**src/rtl/ram_fifo_ctrl_if.sv**
```systemverilog
// ram_fifo_ctrl_if
// Bundles the producer/consumer requests and the controller's RAM-side and
// status outputs into one connection.
//   push, pop               : requests from producer / consumer
//   ram_we, ram_wr_addr     : write strobe and address to the RAM
//   ram_re, ram_rd_addr     : read strobe and address to the RAM
//   rd_valid                : RAM d_out holds the popped entry this cycle
//   full, empty, count      : occupancy status
//   overflow, underflow     : sticky error flags
// Modports: master = the side issuing push/pop and observing status,
//           slave  = the FIFO controller.
interface ram_fifo_ctrl_if #(
    parameter int ADDR = 4
);
    logic            push;
    logic            pop;
    logic            ram_we;
    logic [ADDR-1:0] ram_wr_addr;
    logic            ram_re;
    logic [ADDR-1:0] ram_rd_addr;
    logic            rd_valid;
    logic            full;
    logic            empty;
    logic [ADDR:0]   count;
    logic            overflow;
    logic            underflow;

    modport master (
        output push, pop,
        input  ram_we, ram_wr_addr, ram_re, ram_rd_addr,
        input  rd_valid, full, empty, count, overflow, underflow
    );

    modport slave (
        input  push, pop,
        output ram_we, ram_wr_addr, ram_re, ram_rd_addr,
        output rd_valid, full, empty, count, overflow, underflow
    );
endinterface

```
**src/rtl/ram_fifo_ctrl.sv**
```systemverilog
// ram_fifo_ctrl
// Pointer and flag controller that turns a synchronous-read dual-port RAM
// into a FIFO. Accepted pushes/pops become RAM write/read strobes on the
// same clock edge; occupancy is tracked by a counter from which full and
// empty are decoded.
// Ports:
//   clk : rising-edge clock
//   rst : synchronous, active-high reset
//   bus : ram_fifo_ctrl_if.slave (requests in, RAM controls and status out)
module ram_fifo_ctrl #(
    parameter int DEPTH = 16,
    parameter int ADDR  = 4
) (
    input  logic            clk,
    input  logic            rst,
    ram_fifo_ctrl_if.slave  bus
);
    localparam logic [ADDR-1:0] LAST_PTR  = ADDR'(DEPTH - 1);
    localparam logic [ADDR:0]   DEPTH_CNT = (ADDR + 1)'(DEPTH);
    localparam logic [ADDR:0]   CNT_ONE   = (ADDR + 1)'(1);
    localparam logic [ADDR-1:0] PTR_ZERO  = {ADDR{1'b0}};
    localparam logic [ADDR-1:0] PTR_ONE   = ADDR'(1);

    logic [ADDR-1:0] wr_ptr_r;
    logic [ADDR-1:0] rd_ptr_r;
    logic [ADDR:0]   count_r;
    logic            full_r;
    logic            empty_r;
    logic            rd_valid_r;
    logic            overflow_r;
    logic            underflow_r;

    logic            push_ok_s;
    logic            pop_ok_s;
    logic [ADDR:0]   count_nxt_s;
    logic [ADDR-1:0] wr_ptr_nxt_s;
    logic [ADDR-1:0] rd_ptr_nxt_s;

    // Accept decisions; rst gates both so no RAM access happens in reset.
    // Full and empty are judged on current state only, so a simultaneous
    // pop never makes room for a push (no write-through) and a simultaneous
    // push never feeds a pop (no bypass).
    always_comb begin
        push_ok_s = bus.push & ~full_r  & ~rst;
        pop_ok_s  = bus.pop  & ~empty_r & ~rst;
    end

    // Occupancy update: both or neither accepted leaves the count unchanged.
    always_comb begin
        count_nxt_s = count_r;
        case ({push_ok_s, pop_ok_s})
            2'b10:   count_nxt_s = count_r + CNT_ONE;
            2'b01:   count_nxt_s = count_r - CNT_ONE;
            default: count_nxt_s = count_r;
        endcase
    end

    // Pointer advance with explicit wrap at the last RAM entry.
    always_comb begin
        wr_ptr_nxt_s = wr_ptr_r;
        rd_ptr_nxt_s = rd_ptr_r;
        if (push_ok_s) begin
            if (wr_ptr_r == LAST_PTR) begin
                wr_ptr_nxt_s = PTR_ZERO;
            end else begin
                wr_ptr_nxt_s = wr_ptr_r + PTR_ONE;
            end
        end else begin
            wr_ptr_nxt_s = wr_ptr_r;
        end
        if (pop_ok_s) begin
            if (rd_ptr_r == LAST_PTR) begin
                rd_ptr_nxt_s = PTR_ZERO;
            end else begin
                rd_ptr_nxt_s = rd_ptr_r + PTR_ONE;
            end
        end else begin
            rd_ptr_nxt_s = rd_ptr_r;
        end
    end

    // State registers. full/empty are decoded from the next count so they
    // are registered alongside it rather than derived from pointer compare.
    always_ff @(posedge clk) begin
        if (rst) begin
            wr_ptr_r    <= PTR_ZERO;
            rd_ptr_r    <= PTR_ZERO;
            count_r     <= {(ADDR + 1){1'b0}};
            full_r      <= 1'b0;
            empty_r     <= 1'b1;
            rd_valid_r  <= 1'b0;
            overflow_r  <= 1'b0;
            underflow_r <= 1'b0;
        end else begin
            wr_ptr_r    <= wr_ptr_nxt_s;
            rd_ptr_r    <= rd_ptr_nxt_s;
            count_r     <= count_nxt_s;
            full_r      <= (count_nxt_s == DEPTH_CNT);
            empty_r     <= (count_nxt_s == {(ADDR + 1){1'b0}});
            // RAM read is synchronous: d_out is valid the cycle after the pop.
            rd_valid_r  <= pop_ok_s;
            overflow_r  <= overflow_r  | (bus.push & full_r);
            underflow_r <= underflow_r | (bus.pop  & empty_r);
        end
    end

    // RAM controls are combinational so the RAM samples them on the same
    // edge that advances the pointers.
    always_comb begin
        bus.ram_we      = push_ok_s;
        bus.ram_wr_addr = wr_ptr_r;
        bus.ram_re      = pop_ok_s;
        bus.ram_rd_addr = rd_ptr_r;
        bus.rd_valid    = rd_valid_r;
        bus.full        = full_r;
        bus.empty       = empty_r;
        bus.count       = count_r;
        bus.overflow    = overflow_r;
        bus.underflow   = underflow_r;
    end
endmodule
```
**src/flat_wrapper.sv**
```systemverilog
// flat-port wrapper written by rule: the top's interface ports become plain ports
module ram_fifo_ctrl_flat 
#(
    parameter int DEPTH = 16,
    parameter int ADDR  = 4
)
  (clk, rst, bus_push, bus_pop, bus_ram_we, bus_ram_wr_addr, bus_ram_re, bus_ram_rd_addr, bus_rd_valid, bus_full, bus_empty, bus_count, bus_overflow, bus_underflow);
  ram_fifo_ctrl_if #(.ADDR(ADDR)) bus_i ();
  input  logic clk;
  input  logic rst;
  input wire logic [$bits(bus_i.push)-1:0] bus_push;
  input wire logic [$bits(bus_i.pop)-1:0] bus_pop;
  output wire logic [$bits(bus_i.ram_we)-1:0] bus_ram_we;
  output wire logic [$bits(bus_i.ram_wr_addr)-1:0] bus_ram_wr_addr;
  output wire logic [$bits(bus_i.ram_re)-1:0] bus_ram_re;
  output wire logic [$bits(bus_i.ram_rd_addr)-1:0] bus_ram_rd_addr;
  output wire logic [$bits(bus_i.rd_valid)-1:0] bus_rd_valid;
  output wire logic [$bits(bus_i.full)-1:0] bus_full;
  output wire logic [$bits(bus_i.empty)-1:0] bus_empty;
  output wire logic [$bits(bus_i.count)-1:0] bus_count;
  output wire logic [$bits(bus_i.overflow)-1:0] bus_overflow;
  output wire logic [$bits(bus_i.underflow)-1:0] bus_underflow;
  assign bus_i.push = bus_push;
  assign bus_i.pop = bus_pop;
  assign bus_ram_we = bus_i.ram_we;
  assign bus_ram_wr_addr = bus_i.ram_wr_addr;
  assign bus_ram_re = bus_i.ram_re;
  assign bus_ram_rd_addr = bus_i.ram_rd_addr;
  assign bus_rd_valid = bus_i.rd_valid;
  assign bus_full = bus_i.full;
  assign bus_empty = bus_i.empty;
  assign bus_count = bus_i.count;
  assign bus_overflow = bus_i.overflow;
  assign bus_underflow = bus_i.underflow;
  ram_fifo_ctrl #(.DEPTH(DEPTH), .ADDR(ADDR)) u_core (.clk(clk), .rst(rst), .bus(bus_i));
endmodule
```
**config.mk**
```make
export PLATFORM = sky130hd
export DESIGN_NAME = ram_fifo_ctrl_flat
export DESIGN_NICKNAME = d
export VERILOG_FILES = /design/src/rtl/ram_fifo_ctrl_if.sv /design/src/rtl/ram_fifo_ctrl.sv /design/src/flat_wrapper.sv
export SDC_FILE = /design/constraint.sdc
export NUM_CORES = 1
export LEC_CHECK = 0
export ABC_AREA = 1
export CORE_MARGIN = 1
export CORE_UTILIZATION = 45
export DETAILED_ROUTE_END_ITERATION = 8
export GPL_ROUTABILITY_DRIVEN = 0
export PLACE_DENSITY = 0.8
export SYNTH_ARGS = -nofsm -noshare
export SYNTH_HDL_FRONTEND = slang
export SYNTH_SLANG_ARGS = --single-unit
```
**constraint.sdc**
```tcl
create_clock -name clk -period 5.7 [get_ports clk]
set_clock_uncertainty 0.15 [all_clocks]
set_input_delay 1.14 -clock clk [delete_from_list [all_inputs] [get_ports clk]]
set_output_delay 1.14 -clock clk [all_outputs]
set_load 0.03 [all_outputs]
```
; After elaboration in Yosys (flattened, before gate mapping)
; Cells that the tools add are included.
[word_totals]
register_bits = 18
inputBits = 4
output_inout_bits = 20
wordCells = 32
[classes]
add_sub_neg = 4
n_eq_ne = 5
mux = 3
bitwise = 11
reduce_logical = 1
[ops]
columns = cell, n
row1 = $pmux W5 S2, 1
row2 = $add A4 B1 Y4 const B, 2
row3 = $eq A4 B4 Y1 const B, 2
row4 = $mux W4, 2
row5 = $and A1 B1 Y1, 6
row6 = $add A5 B1 Y5 const B, 1
row7 = $eq A5 B5 Y1 const B, 1
row8 = $logic_not A5 Y1, 1
row9 = $sub A5 B1 Y5 const B, 1
row10 = $not A1 Y1, 3
row11 = $eq A2 B1 Y1 const B, 1
row12 = $eq A2 B2 Y1 const B, 1
row13 = $or A1 B1 Y1, 2

; Depth between registers and ports, before layout
; Gate-level depths: netlist of the first run.
[logic_depth]
word_depth = 6
depth_mapped = 15
ltp_nobuf = 15

; Worst setup path before layout of the first run
; OpenSTA, ideal clock, no wires.
[synth_path]
kind = input to register
start = in bus_push
end = reg u_core.empty_r (netlist: u_core.bus.empty)
setup_ns = 0.114
arrival_ns = 2.810
required_time_ns = 5.436
setup_slack_ns = 2.626
stages = 12
n_path_buf = 0
cell_sequence = nand2_2 > nor2_1 > inv_1 > ha_1 > a21oi_1 > inv_1 > nand2_1 > nand3_1 > o21ai_1 > nor2_2 > nand3_1 > nand2_1
[synth_between]
elab_chain_len = 5
elab_cells_between_ends = 6
cone_classes = eq/ne (2) / mux (1) / bitwise (2) / reduce/logical (1)
[synth_rtl]
columns = item, line_no
row1 = "start, declared", flat_wrapper.sv:11  ; input wire logic [$bits(bus_i.push)-1:0] bus_push;
row2 = $and A1 B1 Y1 (*) (2 in series), ram_fifo_ctrl.sv:44  ; push_ok_s = bus.push & ~full_r & ~rst;
row3 = named net bus_ram_we, flat_wrapper.sv:13  ; output wire logic [$bits(bus_i.ram_we)-1:0] bus_ram_we;
row4 = $eq A2 B1 Y1 or $eq A2 B2 Y1 (tied branches), ram_fifo_ctrl.sv:51  ; case ({push_ok_s, pop_ok_s})
row5 = $pmux W5 S2 (*), ram_fifo_ctrl.sv:51
row6 = $logic_not A5 Y1 (*), ram_fifo_ctrl.sv:99  ; empty_r <= (count_nxt_s == {(ADDR + 1){1'b0}});
row7 = "end signal, assigned", ram_fifo_ctrl.sv:99
row8 = "end, declared", ram_fifo_ctrl.sv:28  ; logic empty_r;
; Mark *: on every way through the listed nets, which the timed path passes. The rest lies on a longest branch.
; A chain may end at the register's enable or synchronous reset.

; Final worst setup path of the first run
[layout_path]
start = in rst
end = out bus_ram_we
[layout_between]
elab_chain_len = 2
[layout_rtl]
columns = item, line_no
row1 = "start, declared", flat_wrapper.sv:10  ; input logic rst;
row2 = $not A1 Y1, ram_fifo_ctrl.sv:44
row3 = $and A1 B1 Y1, ram_fifo_ctrl.sv:44
row4 = "end, declared", flat_wrapper.sv:13
; No other way between the ends.

==> impl_summary.log, run 1 <==
[metrics] number of inserted diodes: 0
[metrics] hold-fix buffer count after cts: 0
[metrics] hold depth: 2
[metrics] number of design-rule violations left by the first detailed-router iteration: 7
[metrics] total vias in the final route: 899
[metrics] most frequent cells in the layout: sky130_fd_sc_hd__nand2_1 (25), sky130_fd_sc_hd__clkdlybuf4s50_1 (23), sky130_fd_sc_hd__inv_1 (20), sky130_fd_sc_hd__dfxtp_1 (18), sky130_fd_sc_hd__nor2_1 (16)
[metrics] internal power: 205 uW
[metrics] CTS Buf Count: 3
[metrics] H-tree depth: 1
[metrics] Crit path top cell by count: sky130_fd_sc_hd__clkdlybuf4s50_1
[metrics] number of distinct standard cells referenced by the synthesized netlist: 20
[metrics] cell count of the worst reg-to-reg path: 13
[metrics] Final Power: 307 uW
[metrics] Syn Inst Count: 130
[metrics] largest net degree at the start of global routing: 15
[metrics] # fillers: 183
[metrics] proportion of synthesized chip area in sequential cells: 39.2%
[metrics] deepest clock path buffer count: 2
[metrics] First-pass DRT Iterations: 4
[metrics] Maximum Capacitance Violations: 0
[metrics] GR Util All Layers: 20.7%
[metrics] outcome: finished clean
[metrics] actual transition at the worst max-transition pin: 0.530 ns
[metrics] vias in the first global route: 793
[metrics] delay contributed by the slowest stage of the critical path: 0.72 ns
[metrics] synthesized area divided by synthesized cell count: 7.07 sq um
[metrics] library cell used as clock root buffer: sky130_fd_sc_hd__clkbuf_4
[metrics] count of input and output buffers: 23
[metrics] Crit Path Max Fanout: 14
[metrics] die span in y: 47.2 microns
[metrics] wire per inst: 10.8 microns
[metrics] path type of the worst setup path: in -> out
[metrics] top-area cell type share of the netlist area: 39.2%
[metrics] worst hold path startpoint: u_core.bus.overflow
[metrics] capture instance of the worst register-to-register path: u_core.bus.empty
[metrics] Die Footprint: 0.00223 sq mm
[metrics] hold-critical path endpoint: u_core.bus.overflow
[metrics] max-slew violation total from the final report: 0
[metrics] Hold/Removal Path Class: reg -> reg
[metrics] initial cell density of the core: 50.5%
[metrics] number of hold violations in the final report: 0
[metrics] worst-path cell chain: clkdlybuf4s50_1, nor2_1, clkdlybuf4s50_1
[metrics] most common cell after layout, fill and taps aside: sky130_fd_sc_hd__nand2_1
[metrics] Post CTS Setup Buffer Count: 0
[metrics] clock network fraction of design power: 25.8%
[metrics] Detailed Place HPWL: 1600 microns
[metrics] largest area contributor in the synthesized netlist: sky130_fd_sc_hd__dfxtp_1
[metrics] TritonCTS sink count: 18
[metrics] IR Drop Worst-Case VDD: 171 uV
[metrics] final net count: 165
[metrics] number of buffers and inverters on the critical path: 2
[metrics] total routed wirelength: 1960 microns
[metrics] number of antenna violations at the first check in global routing: 0
[metrics] global-route wire length before repair: 3190 microns
[metrics] share of the cycle needed by the critical path after routing: 73.4%
[metrics] LEAKAGE: 0.000511 uW
[metrics] power dissipated by switching net loads: 102 uW
[metrics] Synth warnings: 0
[metrics] share of post-route cells with drive strength above 1: 10.9%
[metrics] clock latency at the later pin of the worst-skew pair: 0.30 ns
[metrics] remaining antenna violation count after routing: 0
[metrics] Final setup violation count: 0
[metrics] Die Wd: 47.2 microns
[metrics] cell row count: 15
[metrics] share of power burned in registers: 46.3%
[metrics] Worst slew margin: 64.6%
[metrics] RSZ-0062 raised after global routing: no
[metrics] grt total ovfl: 0
[metrics] Resize count post-CTS: 0
[metrics] Critical Path Sink Type: output port
[metrics] CTS tree: built
[metrics] family with the most delay on the worst path: buffers and inverters
[metrics] post-synthesis to final-layout area growth: 32.0%
[metrics] setup_tns: 0 ns
[metrics] area of the placeable core: 0.00182 sq mm
[metrics] type of element launching the critical path: primary input
[metrics] I/O pin count: 24
[metrics] fmax: 239 MHz
[metrics] number of register bits inferred by synthesis: 18
[metrics] Post-Synthesis Net Count: 138
[metrics] DRC Markers: 0
[metrics] Clock Pin Slew Worst Setup and Hold Paths: 0.10 ns
[metrics] combinational group share of total power: 27.8%
[metrics] Power Dens Cells: 253 mW/mm^2
[metrics] switching fraction of total power: 33.1%
[metrics] Req. time, crit path: 4.41 ns
[metrics] Syn Std Cell Area: 920 sq um
[metrics] worst reg2reg path startpoint: u_core.bus.full
[metrics] Crit-path slowest cell: sky130_fd_sc_hd__clkdlybuf4s50_1
[metrics] worst reg2reg setup slack: 3.54 ns
[metrics] vias per cell: 4.97
[metrics] top cells by area, synth: sky130_fd_sc_hd__dfxtp_1 (39%), sky130_fd_sc_hd__nand2_1 (10%), sky130_fd_sc_hd__inv_1 (8.2%), sky130_fd_sc_hd__nor2_1 (6.5%), sky130_fd_sc_hd__ha_1 (5.4%)
[metrics] data arrival time at the worst-slack endpoint: 2.89 ns
[metrics] time the final worst path needs with I/O delays and setup: 4.18 ns
## flip-flops by register name (all words and copies together), names as in the netlist
| register | flops |
|---|---|
| u_core.bus.count | 5 |
| u_core.bus.ram_rd_addr | 4 |
| u_core.bus.ram_wr_addr | 4 |
| u_core.bus.empty | 1 |
| u_core.bus.full | 1 |
| u_core.bus.overflow | 1 |
| u_core.bus.rd_valid | 1 |
| u_core.bus.underflow | 1 |
## worst reg2reg max path, stage by stage, from the launching register on
cell and delay [ns]:
sky130_fd_sc_hd__dfxtp_1 0.34, sky130_fd_sc_hd__inv_1 0.07, sky130_fd_sc_hd__nand2_2 0.11, sky130_fd_sc_hd__nor2_1 0.23, sky130_fd_sc_hd__inv_1 0.14, sky130_fd_sc_hd__ha_1 0.26
sky130_fd_sc_hd__a21oi_1 0.20, sky130_fd_sc_hd__inv_1 0.09, sky130_fd_sc_hd__nand2_1 0.07, sky130_fd_sc_hd__nand3_1 0.06, sky130_fd_sc_hd__o21ai_1 0.15, sky130_fd_sc_hd__nor2_2 0.07
sky130_fd_sc_hd__nand3_1 0.08, sky130_fd_sc_hd__nand2_1 0.04
## final cells by class
class,count,area (sq um),share of cell area [%]
sequential,18,360,29.7
timing repair buffer,23,230,19.0
multi-input combinational,90,477,39.3
tap,25,31.3,2.58
inverter,21,78.8,6.49
clock buffer,4,36.3,2.99
## power by group through the flow
stage | Clock, uW | Combinational (uW) | Sequential, uW
2_1_floorplan | 0 | 41.4 | 159
3_3_place_gp | 0 | 83.8 | 144
3_5_place_dp | 0 | 85.3 | 145
4_1_cts | 80.8 | 85.7 | 142
5_1_grt | 85.5 | 94.1 | 143
6_report | 79.3 | 85.3 | 142
## metal layers
layer  share of wire (%)  GRT usage [%]
met5                   0              0
met4                 1.3           10.3
met2                  52           36.1
met3                 3.1           5.00
met1                  44           23.5
## through the flow
step / hold slack [ns] / cell area (sq um) / instances / util, % / setup slack, ns
finish: 0.334 / 1210 / 181 / 66.7 / 1.52
global route: 0.382 / 1210 / 181 / 66.7 / 1.44
CTS: 0.347 / 1210 / 181 / 66.7 / 1.51
detailed placement: 0.313 / 1180 / 177 / 64.7 / 1.53
global placement: 0.308 / 1180 / 177 / 64.7 / 1.59
floorplan: 0.460 / 920 / 130 / - / 2.63
## cell usage after synthesis
cell type / number
sky130_fd_sc_hd__o21ai_0: 4
sky130_fd_sc_hd__nor2_1: 16
sky130_fd_sc_hd__nor3_1: 1
sky130_fd_sc_hd__nand3_1: 9
sky130_fd_sc_hd__xor2_1: 3
sky130_fd_sc_hd__inv_2: 1
sky130_fd_sc_hd__o21ai_1: 2
sky130_fd_sc_hd__clkbuf_1: 1
sky130_fd_sc_hd__ha_1: 4
sky130_fd_sc_hd__nand3_2: 3
sky130_fd_sc_hd__or2_2: 1
sky130_fd_sc_hd__o211ai_1: 1
sky130_fd_sc_hd__dfxtp_1: 18
sky130_fd_sc_hd__a21oi_1: 7
sky130_fd_sc_hd__or2_1: 1
sky130_fd_sc_hd__inv_1: 20
sky130_fd_sc_hd__nor2_2: 3
sky130_fd_sc_hd__nand2_2: 5
sky130_fd_sc_hd__nand2_1: 25
sky130_fd_sc_hd__nand4_1: 5
## how the worst max path moves through the flow
stage	startpoint	endpoint	slack [ns]	cells past startpoint
global placement	rst	bus_ram_we	1.59	3
CTS	rst	bus_ram_we	1.51	3
global route	rst	bus_ram_we	1.44	3
detailed placement	rst	bus_ram_we	1.53	3
floorplan	bus_push	u_core.bus.empty	2.63	12
finish	rst	bus_ram_we	1.52	3
## cell families after synthesis
| family | count (synthesis) | share of synthesized area, % |
|---|---|---|
| and+or+nand+nor | 69 | 35.6 |
| buffers and inverters | 22 | 8.98 |
| DFF | 18 | 39.2 |
| AOI/OAI and AO/OA | 14 | 7.89 |
| adders and majority gates | 4 | 5.44 |
| xor gates and xnor gates | 3 | 2.86 |
No activity file was read; power rests on OpenSTA's default activity.
==> run 2: changes to the inputs <==
Clock period 5.7 ns to 4.1 ns, I/O delays scaled along.
==> impl_summary.log, run 2 (synthesis gave the netlist of run 1 again) <==
[metrics] clock latency at the later pin of the worst-skew pair: 0.29 ns (about the same)
[metrics] hold-critical path endpoint: u_core.bus.underflow
[metrics] Post-Route Hold Slack: 0.344 ns (+0.00990 ns)
[metrics] Critical Path Sink Type: output port
[metrics] number of inserted diodes: 0 (unchanged)
[metrics] vias per cell: 4.93 (-0.67%)
[metrics] library cell used as clock root buffer: sky130_fd_sc_hd__clkbuf_4
[metrics] remaining antenna violation count after routing: 0 (unchanged)
[metrics] max-slew violation total from the final report: 0 (unchanged)
[metrics] power dissipated by switching net loads: 135 uW (+33%)
[metrics] worst reg2reg path startpoint: u_core.bus.full
[metrics] Die Footprint: 0.00223 sq mm (unchanged)
[metrics] Req. time, crit path: 3.13 ns (-1.28 ns)
[metrics] total vias in the final route: 888 (-1.2%)
[metrics] most common cell after layout, fill and taps aside: sky130_fd_sc_hd__nand2_1
[metrics] share of power burned in registers: 49.3% (+3.0 points)
[metrics] combinational group share of total power: 29.6% (+1.8 points)
[metrics] final net count: 165 (unchanged)
[metrics] share of post-route cells with drive strength above 1: 10.3% (-0.57 points)
[metrics] cell count of the worst reg-to-reg path: 13 (unchanged)
[metrics] Final setup violation count: 0 (unchanged)
[metrics] Resize count post-CTS: 0 (unchanged)
[metrics] Die Wd: 47.2 microns (unchanged)
[metrics] hold-fix buffer count after cts: 0 (unchanged)
[metrics] die span in y: 47.2 microns (unchanged)
[metrics] internal power: 265 uW (+29%)
[metrics] time the final worst path needs with I/O delays and setup: 3.51 ns
[metrics] setup_tns: 0 ns (unchanged)
[metrics] cell row count: 15 (unchanged)
[metrics] fmax: 285 MHz
[metrics] LEAKAGE: 0.000504 uW (-1.4%)
[metrics] IR Drop Worst-Case VDD: 269 uV (+57%)
[metrics] vias in the first global route: 755 (-4.8%)
[metrics] global-route wire length before repair: 3110 microns (-2.4%)
[metrics] worst hold path startpoint: u_core.bus.underflow
[metrics] Clock Pin Slew Worst Setup and Hold Paths: 0.09 ns (about the same)
[metrics] wire per inst: 10.8 microns (-0.32%)
[metrics] most frequent cells in the layout: sky130_fd_sc_hd__nand2_1 (25), sky130_fd_sc_hd__clkdlybuf4s50_1 (23), sky130_fd_sc_hd__inv_1 (20), sky130_fd_sc_hd__dfxtp_1 (18), sky130_fd_sc_hd__nor2_1 (16)
[metrics] Post CTS Setup Buffer Count: 0 (unchanged)
[metrics] outcome: finished clean
[metrics] hold depth: 2 (unchanged)
[metrics] Hold/Removal Path Class: reg -> reg
[metrics] CTS tree: built
[metrics] total routed wirelength: 1950 microns (-0.87%)
[metrics] Crit Path Max Fanout: 14 (unchanged)
[metrics] Maximum Capacitance Violations: 0 (unchanged)
[metrics] worst reg2reg setup slack: 1.93 ns (-1.61 ns)
[metrics] count of input and output buffers: 23 (unchanged)
[metrics] deepest clock path buffer count: 2 (unchanged)
[metrics] number of design-rule violations left by the first detailed-router iteration: 13 (+6)
[metrics] number of antenna violations at the first check in global routing: 0 (unchanged)
[metrics] capture instance of the worst register-to-register path: u_core.bus.empty
[metrics] I/O pin count: 24 (unchanged)
[metrics] grt total ovfl: 0 (unchanged)
[metrics] actual transition at the worst max-transition pin: 0.511 ns (-0.0182 ns)
[metrics] RSZ-0062 raised after global routing: no
[metrics] type of element launching the critical path: primary input
[metrics] H-tree depth: 1 (unchanged)
[metrics] Power Dens Cells: 334 mW/mm^2 (+32%)
[metrics] Detailed Place HPWL: 1570 microns (-1.6%)
[metrics] TritonCTS sink count: 18 (unchanged)
[metrics] number of hold violations in the final report: 0 (unchanged)
[metrics] largest net degree at the start of global routing: 15 (unchanged)
[metrics] DRC Markers: 0 (unchanged)
[metrics] path type of the worst setup path: in -> out
[metrics] CP startpoint: rst
[metrics] post-synthesis to final-layout area growth: 30.5%
[metrics] initial cell density of the core: 50.5% (unchanged)
[metrics] clock network fraction of design power: 21.1% (-4.7 points)
[metrics] share of the cycle needed by the critical path after routing: 85.6%
[metrics] switching fraction of total power: 33.8% (+0.70 points)
[metrics] CTS Buf Count: 3 (unchanged)
[metrics] number of flip-flops in the largest register: 5 (unchanged)
[metrics] First-pass DRT Iterations: 4 (unchanged)
[metrics] Worst slew margin: 65.8% (+1.2 points)
[metrics] area of the placeable core: 0.00182 sq mm (unchanged)
[metrics] data arrival time at the worst-slack endpoint: 2.54 ns (-0.35 ns)
[metrics] GR Util All Layers: 20.2% (-0.51 points)
run 2: cell types whose count changed in the layout (fill, tap and decap cells not counted), sizes merged:
cell | previous run | this run
clkbuf | 4 | 3
run 2: area by class of cell:
type	instances	area [sq um]
Clock buffer	3	22.5
Fill cell	186	621
Inverter	21	78.8
Multi-Input combinational cell	90	477
Sequential cell	18	360
Tap cell	25	31.3
Timing Repair Buffer	23	230
run 2: metrics by stage:
step / worst slack, ns / instances / utilization [%] / total power [uW] / cell area, sq um
CTS: 0.610 / 180 / 65.9 / 403 / 1200
detailed placement: 0.605 / 177 / 64.7 / 320 / 1180
finish: 0.592 / 180 / 65.9 / 401 / 1200
floorplan: 1.35 / 130 / - / 279 / 920
global placement: 0.639 / 177 / 64.7 / 317 / 1180
global route: 0.497 / 180 / 65.9 / 421 / 1200
run 2: how the worst max path moves through the flow:
| stage | end | slack (ns) | cells past startpoint |
|---|---|---|---|
| 3_3_place_gp | bus_ram_we | 0.64 | 3 |
| 4_1_cts | bus_ram_we | 0.61 | 3 |
| 2_1_floorplan | u_core.bus.empty | 1.35 | 12 |
| 5_1_grt | bus_ram_re | 0.50 | 3 |
| 3_5_place_dp | bus_ram_we | 0.61 | 3 |
| 6_report | bus_ram_we | 0.59 | 3 |
run 2: power by group through the flow:
stage	clock network [uW]	registers (uW)	logic [uW]
2_1_floorplan	0	222	57.6
3_3_place_gp	0	201	117
3_5_place_dp	0	202	118
4_1_cts	86.3	198	119
5_1_grt	92.0	199	129
6_report	84.4	197	119
run 2: worst max-delay path, cell delays in order:
cell and delay [ns]:
sky130_fd_sc_hd__clkdlybuf4s50_1 0.67, sky130_fd_sc_hd__nor2_1 0.32, sky130_fd_sc_hd__clkdlybuf4s50_1 0.72
run 2: routing by layer:
metal	vias to the layer above	GRT usage (%)	share of wire, %
met1	397	22.7	45
li1	469	-	-
met2	18	36.4	50
met5	-	0	0
met3	4	4.62	3.3
met4	0	8.57	1.7
